[src/rtl/serial_word_feeder.sv]
// Parallel-to-serial front end for the sequence detector: one buffered word plus
// one shifting word, streamed gaplessly, with a constant idle bit between words.
module serial_word_feeder #(
    parameter int   WIDTH     = 8,
    parameter bit   MSB_FIRST = 1'b1,
    parameter logic IDLE_BIT  = 1'b1
) (
    input  logic             clk,
    input  logic             rst,
    input  logic [WIDTH-1:0] in_data,
    input  logic             in_valid,
    output logic             in_ready,
    output logic             x_out,
    output logic             bit_valid,
    output logic             word_done,
    output logic             busy
);

    localparam int CW = $clog2(WIDTH);

    typedef enum logic {
        IDLE  = 1'b0,
        SHIFT = 1'b1
    } state_t;

    state_t           state;
    state_t           next_state;
    logic [WIDTH-1:0] buf_reg;
    logic             buf_full;
    logic [WIDTH-1:0] shreg;
    logic [CW-1:0]    bitcnt;
    logic             last_bit;
    logic             accept;
    logic             load;

    assign last_bit = (bitcnt == CW'(WIDTH - 1));
    assign accept   = in_valid && !buf_full;
    // The buffer moves into the shifter from idle, or straight after the last bit
    assign load     = buf_full && ((state == IDLE) || last_bit);

    always_ff @(posedge clk or posedge rst) begin
        if (rst) begin
            state <= IDLE;
        end else begin
            state <= next_state;
        end
    end

    always_comb begin
        next_state = state;
        case (state)
            IDLE:    if (buf_full) next_state = SHIFT;
            SHIFT:   if (last_bit && !buf_full) next_state = IDLE;
            default: next_state = IDLE;
        endcase
    end

    always_ff @(posedge clk or posedge rst) begin
        if (rst) begin
            buf_reg  <= '0;
            buf_full <= 1'b0;
            shreg    <= '0;
            bitcnt   <= '0;
        end else begin
            if (accept) begin
                buf_reg  <= in_data;
                buf_full <= 1'b1;
            end else if (load) begin
                buf_full <= 1'b0;
            end

            if (load) begin
                shreg  <= buf_reg;
                bitcnt <= '0;
            end else if (state == SHIFT) begin
                if (last_bit) begin
                    bitcnt <= '0;
                end else begin
                    shreg  <= MSB_FIRST ? {shreg[WIDTH-2:0], 1'b0} : {1'b0, shreg[WIDTH-1:1]};
                    bitcnt <= bitcnt + CW'(1);
                end
            end
        end
    end

    always_comb begin
        in_ready  = !buf_full;
        bit_valid = (state == SHIFT);
        word_done = (state == SHIFT) && last_bit;
        busy      = (state == SHIFT) || buf_full;
        x_out     = IDLE_BIT;
        if (state == SHIFT) begin
            x_out = MSB_FIRST ? shreg[WIDTH-1] : shreg[0];
        end
    end

endmodule

[config.mk]
export PLATFORM = sky130hd
export DESIGN_NAME = serial_word_feeder
export DESIGN_NICKNAME = d
export VERILOG_FILES = /design/src/rtl/serial_word_feeder.sv
export SDC_FILE = /design/constraint.sdc
export NUM_CORES = 1
export LEC_CHECK = 0
export ABC_AREA = 0
export BUFFER_PORTS_ARGS = -buffer_cell sky130_fd_sc_hd__clkbuf_2
export CORE_MARGIN = 1
export CORE_UTILIZATION = 26
export CTS_CLUSTER_SIZE = 24
export DETAILED_ROUTE_END_ITERATION = 16
export GPL_ROUTABILITY_DRIVEN = 0
export GPL_TIMING_DRIVEN = 0
export PLACE_DENSITY = 0.4
export SLEW_MARGIN = 30
export SYNTH_ARGS = -nofsm -noshare
export SYNTH_HDL_FRONTEND = slang
export SYNTH_SLANG_ARGS = --single-unit
[constraint.sdc]
create_clock -name clk -period 4.6 [get_ports clk]
set_input_delay 0.46 -clock clk [delete_from_list [all_inputs] [get_ports clk]]
set_output_delay 0.46 -clock clk [all_outputs]
set_load 0.05 [all_outputs]
# Word level (Yosys, flattened, before mapping)
# Cells that the tools add are included.
# op_classes
addsub,1
n_eq_ne,2
muxes,12
bitwise,1
n_reduce_logical,10
# op_table
operator,count
$mux 8,3
$mux 3,3
$mux 1,5
$logic_and 1x1->1,4
$reduce_bool 2->1,2
$add 3x1->3 const B,1
$eq 3x3->1 const B,1
$logic_or 1x1->1,2
$ne 2x1->1 const B,1
$pmux 1 s2,1
$reduce_and 2->1,1
$logic_not 1->1,1
$not 1->1,1
# word_totals
regBits,21
word_cells,31

# Longest topological paths before layout
# Gate-level depths: netlist of run 1.
# depth
depth_word,5
mapped_depth,5
ltp_nobuf,4

# Least setup slack after synthesis of run 1
# No wires, ideal clock.
# synth_timing
path_kind,reg-to-output
from,register state (netlist: bit_valid)
to,output word_done
arrival_ns,1.227
t_required_ns,4.140
slack_ns,2.913
stages_incl_launch_ff,2
path_buffers,0
cell_sequence,dfrtp_1 > and2_1
# synth_via
elab_chain_cells,1
# synth_lines
item,line,rtl
from (decl),26,state_t state;
from (signal assigned),45,state <= next_state;
$logic_and 1x1->1,89,word_done = (state == SHIFT) && last_bit;
to (decl),15,"output logic word_done,"
# Every way passes these cells.

# Final worst setup path of run 1
# layout_timing
from,register buf_full
to,output busy
# layout_via
elab_chain_cells,1
# layout_lines
item,line,rtl
from (decl),29,logic buf_full;
from (signal assigned),61,buf_full <= 1'b0;
from (signal assigned),67,buf_full <= 1'b1;
from (signal assigned),69,buf_full <= 1'b0;
$logic_or 1x1->1,90,busy = (state == SHIFT) || buf_full;
to (decl),16,output logic busy
# Every way passes these cells.

==> results.yml, run 1 <==
status:
  outcome: "finished, final reports clean"
cts:
  post_cts_buffers: 0
  ctsResizeCount: 0
  path_clk_slew_ns: 0.08
  clockRootBuffer: "clkbuf_8"
  postCtsHoldBufs: 0
  clock_latency_ns: 0.26
  clockBufferDepth: 2
  numCtsBuffers: 3
  htree_levels: 1
  cts.sinks: 21
  cts_tree: "built"
power_and_ir_drop:
  pwr-share-seq: 0.369
  p_comb_frac: 0.495
  p_per_area_nw_per_um2: 771.0
  switching_share: 0.3583
  power_mw: 0.8827
  leakage_nw: 0.5617
  clkPwrFrac: 0.137
  p_sw_mw: 0.3163
  irDropWorstVdd_mv: 0.1547
  p_int_mw: 0.5664
critical_path:
  path_cells: "buf_6, or2_2, clkbuf_2"
  slowest_delay_ns: 0.46
  required_ns: 4.14
  cp-end-kind: "primary output"
  slowest_stage: "dfrtp_1"
  worstSetupPathType: "flip-flop to primary output"
  start_kind: "flip-flop"
  crit_fanout: 10
  arrival_ns: 1.46
sta:
  fmax_mhz: 521.9
  slew_headroom: 0.4713
  skew_ns: 0.004395
  tightest_slew_ns: 0.7921
  period_share: 0.4166
  final-max-slew-violation-count: 0
  period_needed_ns: 1.916
  tns_ns: 0
  layout_setup_ws_ns: 2.684
  rsz0062_at_grt: "no"
  holdWs_ns: 0.3178
  setup_viol: 0
  hold_viol: 0
cells_and_area:
  design_area_um2: 1145
  drive_gt1_frac: 0.5238
  fin_cells: 130
  regArea_um2: 525.5
  utilization: 0.3326
  area_growth_pct: 18.37
  multi_input_area_um2: 412.9
  fin_nets: 98
  fillers: 348
  diodes: 0
place:
  dp_hpwl_um: 1070
  io_buffers: 15
  dpl-instance-area_um2: 1100
  placedCellCount: 126
  place_worst_setup_slack_ns: 2.955
global_route:
  grt_start_max_net_pins: 22
  antenna_found_initial: 0
  grt_pass1_wl_um: 2794
  grt.overflow.total: 0
  grt_pass1_vias: 596
  grt_usage: 0.09389
floorplan:
  dieArea_um2: 3968
  die_y_um: 62.99
  initial_core_util: 0.2810
  row_count: 21
  dieWidth_um: 62.99
  ios: 16
  core_area_um2: 3442
synthesis:
  syn_avg_cell_area_um2: 14.88
  synth.largest_area_cell: "dfrtp_1"
  synth_edf_count: 0
  yosys_warnings: 0
  yosys.cell_count.top_type: "dfrtp_1"
  ys_seq_area_frac: 0.5433
  synth_ff_type: "dfrtp_1"
  synth_area_um2: 967.2
  async_flop_share: 1.000
  synth_top_area_frac: 0.5433
  synth_cell_types: 16
  synth.top_cells.by_count: "21 x dfrtp_1, 14 x mux2_2, 8 x mux2_4"
  ys_top_cells_by_area: "dfrtp_1 54%, mux2_2 16%, mux2_4 12%, mux2i_1 4.1%, ha_1 2.6%"
  postSynthCellCount: 65
  syn-num-nets: 78
  ys_seq_elements: 21
route:
  routed-via-count: 554
  drt-initial-drc-count: 5
  drtPass1Iterations: 2
  drtAntennaViolNets: 0
  wl_per_cell_um: 12.26
  routed_wl_um: 1594
  avgViaCountPerCell: 4.262
  drc: 0
run:
  cap_violations: 0
min_path:
  hold_class: "input pin to asynchronous set/reset pin"
-- placed cells by master (no fill, tap or decap) --
| cell | count |
|---|---|
| nor2b_1 | 2 |
| mux2_2 | 14 |
| or2_2 | 1 |
| mux2_4 | 8 |
| a21o_1 | 1 |
| and2_1 | 1 |
| buf_6 | 1 |
| nor2_1 | 1 |
| ha_1 | 2 |
| dfrtp_1 | 21 |
| nand2b_1 | 2 |
| inv_1 | 2 |
| buf_2 | 2 |
| clkbuf_2 | 15 |
| nand2_1 | 1 |
| o2bb2ai_1 | 2 |
| mux2i_1 | 4 |
| clkbuf_1 | 1 |
| clkbuf_8 | 3 |
-- cell type report --
cell class / count / share of cell area
Timing Repair Buffer: 15 / 0.06557
Buffer: 3 / 0.01858
Tap cell: 46 / 0.05027
Sequential cell: 21 / 0.4590
Multi-Input combinational cell: 39 / 0.3607
Inverter: 2 / 0.006557
Clock buffer: 4 / 0.03934
-- logic make-up after synthesis --
logic type,after synthesis,synth area share
buffers and inverters,5,0.02976
adders and majority gates,2,0.02587
AOI/OAI and AO/OA,3,0.02588
and+or+nand+nor,8,0.04657
muxes,26,0.3286
DFF,21,0.5433
-- worst paths after layout --
path	from	end	slack [ns]	cells past startpoint
max	buf_full$_DFFE_PP0P_	busy	2.68	3
min	rst	buf_full$_DFFE_PP0P_	0.32	2
max reg2reg	bitcnt[0]$_DFFE_PP0P_	shreg[3]$_DFFE_PP0P_	3.01	5
min reg2reg	bitcnt[0]$_DFFE_PP0P_	bitcnt[0]$_DFFE_PP0P_	0.49	1
max in group asynchronous	rst	buf_reg[5]$_DFFE_PP0P_	3.78	2
min in group clk	in_data[2]	buf_reg[2]$_DFFE_PP0P_	0.42	2
-- metal layers --
metal,wire length (µm),share of wire,track usage
met5,0,0,0
met1,722,0.45,0.1148
met2,775,0.49,0.1465
met4,46,0.029,0.06977
met3,50,0.031,0.01642
-- power groups by stage --
stage / sequential (mW) / combinational (mW) / clock, mW
floorplan: 0.327 / 0.366 / 0
global placement: 0.331 / 0.439 / 0
detailed placement: 0.331 / 0.444 / 0
CTS: 0.327 / 0.446 / 0.125
global route: 0.339 / 0.480 / 0.132
finish: 0.325 / 0.437 / 0.121
-- critical path: cells and delay by family (launching register included) --
family / cells / cell delay (ns)
AND/OR/NAND/NOR: 1 / 0.31
flip-flops: 1 / 0.46
buffers and inverters: 2 / 0.43
Power figures use the tool's default switching activity.
==> run 2, diff against run 1 <==
ABC_AREA = 1   (was 0)
clock period = 1.8 ns   (was 4.6 ns; I/O delays follow)
==> results.yml, run 2 <==
critical_path:
  start_kind: "flip-flop"
  path_buf_inv: 2
  required_ns: 1.62
  slowest_delay_ns: 0.40
  worstSetupPathType: "flip-flop to primary output"
  path_cells: "ha_1, ha_1, nand2_1, inv_1, clkbuf_2"
  path_delay_family: "adder cells"
  crit_fanout: 3
  cp-end-kind: "primary output"
  critical_path.most_common_cell: "ha_1"
  slowest_stage: "dfrtp_1"
  arrival_ns: 1.42
synthesis:
  ys_top_cells_by_area: "dfrtp_1 54%, nand3_1 16%, nand2_1 13%, buf_6 3.5%, inv_1 2.7%"
  ys_seq_area_frac: 0.5412
  synth.top_cells.by_count: "33 x nand2_1, 31 x nand3_1, 21 x dfrtp_1"
  syn_avg_cell_area_um2: 8.747
  yosys.cell_count.top_type: "nand2_1"
  ys_seq_elements: 21
  synth_area_um2: 970.9
  syn-num-nets: 124
  synth_edf_count: 0
  yosys_warnings: 0
  synth_ff_type: "dfrtp_1"
  synth_cell_types: 15
  async_flop_share: 1.000
  postSynthCellCount: 111
  synth_top_area_frac: 0.5412
  synth.largest_area_cell: "dfrtp_1"
sta:
  setup_viol: 0
  period_needed_ns: 1.601
  skew_ns: 0.001252
  tightest_slew_ns: 0.8258
  tns_ns: 0
  period_share: 0.8892
  final-max-slew-violation-count: 0
  slew_headroom: 0.4489
  hold_viol: 0
  rsz0062_at_grt: "no"
  fmax_mhz: 624.8
  layout_setup_ws_ns: 0.1994
floorplan:
  die_y_um: 63.11
  core_area_um2: 3468
  ios: 16
  dieWidth_um: 63.11
  dieArea_um2: 3983
  initial_core_util: 0.2799
  row_count: 21
cells_and_area:
  drive_gt1_frac: 0.2248
  fin_nets: 143
  final_common_cell: "nand2_1"
  diodes: 0
  fin_cells: 175
  multi_input_area_um2: 364.1
  layout_common_cells: "33 x nand2_1, 31 x nand3_1, 21 x dfrtp_1"
  regArea_um2: 525.5
  area_growth_pct: 17.78
  fillers: 393
  design_area_um2: 1144
route:
  avgViaCountPerCell: 4.411
  drtAntennaViolNets: 0
  drt-met1-wl_um: 1018
  route.met3.wl_um: 85
  routed_wl_um: 1983
  routed-via-count: 772
  met2_length_um: 833
  drc: 0
  dr.max_layer_used: "met4"
  drt-initial-drc-count: 44
  drtPass1Iterations: 4
  wl_per_cell_um: 11.33
power_and_ir_drop:
  p_per_area_nw_per_um2: 1742
  leakage_nw: 0.6103
  power_mw: 1.992
  irDropWorstVdd_mv: 0.4187
place:
  dpl-instance-area_um2: 1099
  placedCellCount: 171
  dp_hpwl_um: 1369
  place_worst_setup_slack_ns: 0.4095
  io_buffers: 14
run:
  cap_violations: 0
cts:
  cts_tree: "built"
  postCtsHoldBufs: 0
  cts.sinks: 21
  post_cts_buffers: 0
  path_clk_slew_ns: 0.08
  numCtsBuffers: 3
  clock_latency_ns: 0.26
  htree_levels: 1
  ctsResizeCount: 0
  clockBufferDepth: 2
  clockRootBuffer: "clkbuf_8"
status:
  outcome: "finished, final reports clean"
global_route:
  grt_usage: 0.1184
  antenna_found_initial: 0
  grt.overflow.total: 0
  grt_pass1_vias: 766
  grt_start_max_net_pins: 22
  grt_pass1_wl_um: 3608
min_path:
  hold_class: "input pin to asynchronous set/reset pin"
[run 2: cell count changes after synthesis, sizes merged, moves of 3 or more]
cell	delta
nand2	+35
nand3	+31
mux2	-22
inv	+6
mux2i	-4
buf	+3
nor2	+3
[run 2: layout make-up]
| type | instances | area share |
|---|---|---|
| Inverter | 8 | 0.02626 |
| Sequential cell | 21 | 0.4595 |
| Timing Repair Buffer | 14 | 0.06127 |
| Tap cell | 46 | 0.05033 |
| Multi-Input combinational cell | 76 | 0.3184 |
| Buffer | 6 | 0.04486 |
| Clock buffer | 4 | 0.03939 |
[run 2: logic make-up (layout without fill, tap and decap cells)]
kind of cell / count (synthesis) / after routing / synth area share
AO/OA/AOI/OAI: 2 / 2 / 0.01031
adder cells (fa/ha/maj): 2 / 2 / 0.02577
buffers and inverters: 14 / 32 / 0.08376
flip-flops: 21 / 21 / 0.5412
AND/OR/NAND/NOR: 72 / 72 / 0.3389
[run 2: metal layers]
| metal | GRT usage | vias to the layer above |
|---|---|---|
| met4 | 0.06105 | 0 |
| met2 | 0.1720 | 19 |
| met5 | 0 | - |
| met3 | 0.02174 | 5 |
| met1 | 0.1657 | 356 |
| li1 | - | 392 |
[run 2: report_power, final]
part	leakage, nW	internal, mW	switching, mW
Combinational	0.324	0.304	0.582
Sequential	0.263	0.671	0.120
Clock	0.0228	0.158	0.157
Total	0.610	1.13	0.859
[run 2: worst register-to-register path, stage by stage, from the launching register on]
cell	delay [ns]
dfrtp_1	0.40
ha_1	0.21
ha_1	0.22
nor2_2	0.30
nand2_1	0.11
nand3_1	0.09
[run 2: final timing paths]
kind / slack (ns) / from / cells past startpoint / to
min in group clk: 0.14 / in_data[5] / 3 / buf_reg[5]$_DFFE_PP0P_
worst max-delay path: 0.20 / bitcnt[0]$_DFFE_PP0P_ / 5 / word_done
max in group asynchronous: 1.24 / rst / 2 / shreg[7]$_DFFE_PP0P_
worst max register to register: 0.41 / bitcnt[0]$_DFFE_PP0P_ / 5 / shreg[3]$_DFFE_PP0P_
worst min register to register: 0.48 / buf_reg[0]$_DFFE_PP0P_ / 2 / buf_reg[0]$_DFFE_PP0P_
worst min-delay path: 0.05 / rst / 2 / buf_reg[1]$_DFFE_PP0P_
[run 2: stage by stage]
| step | util | hold slack, ns |
|---|---|---|
| 6_report | 0.3297 | 0.04669 |
| 5_1_grt | 0.3297 | 0.1179 |
| 4_1_cts | 0.3297 | 0.08498 |
| 3_5_place_dp | 0.3167 | 0.3782 |
| 3_3_place_gp | 0.3167 | 0.3771 |
| 2_1_floorplan | - | 0.1565 |
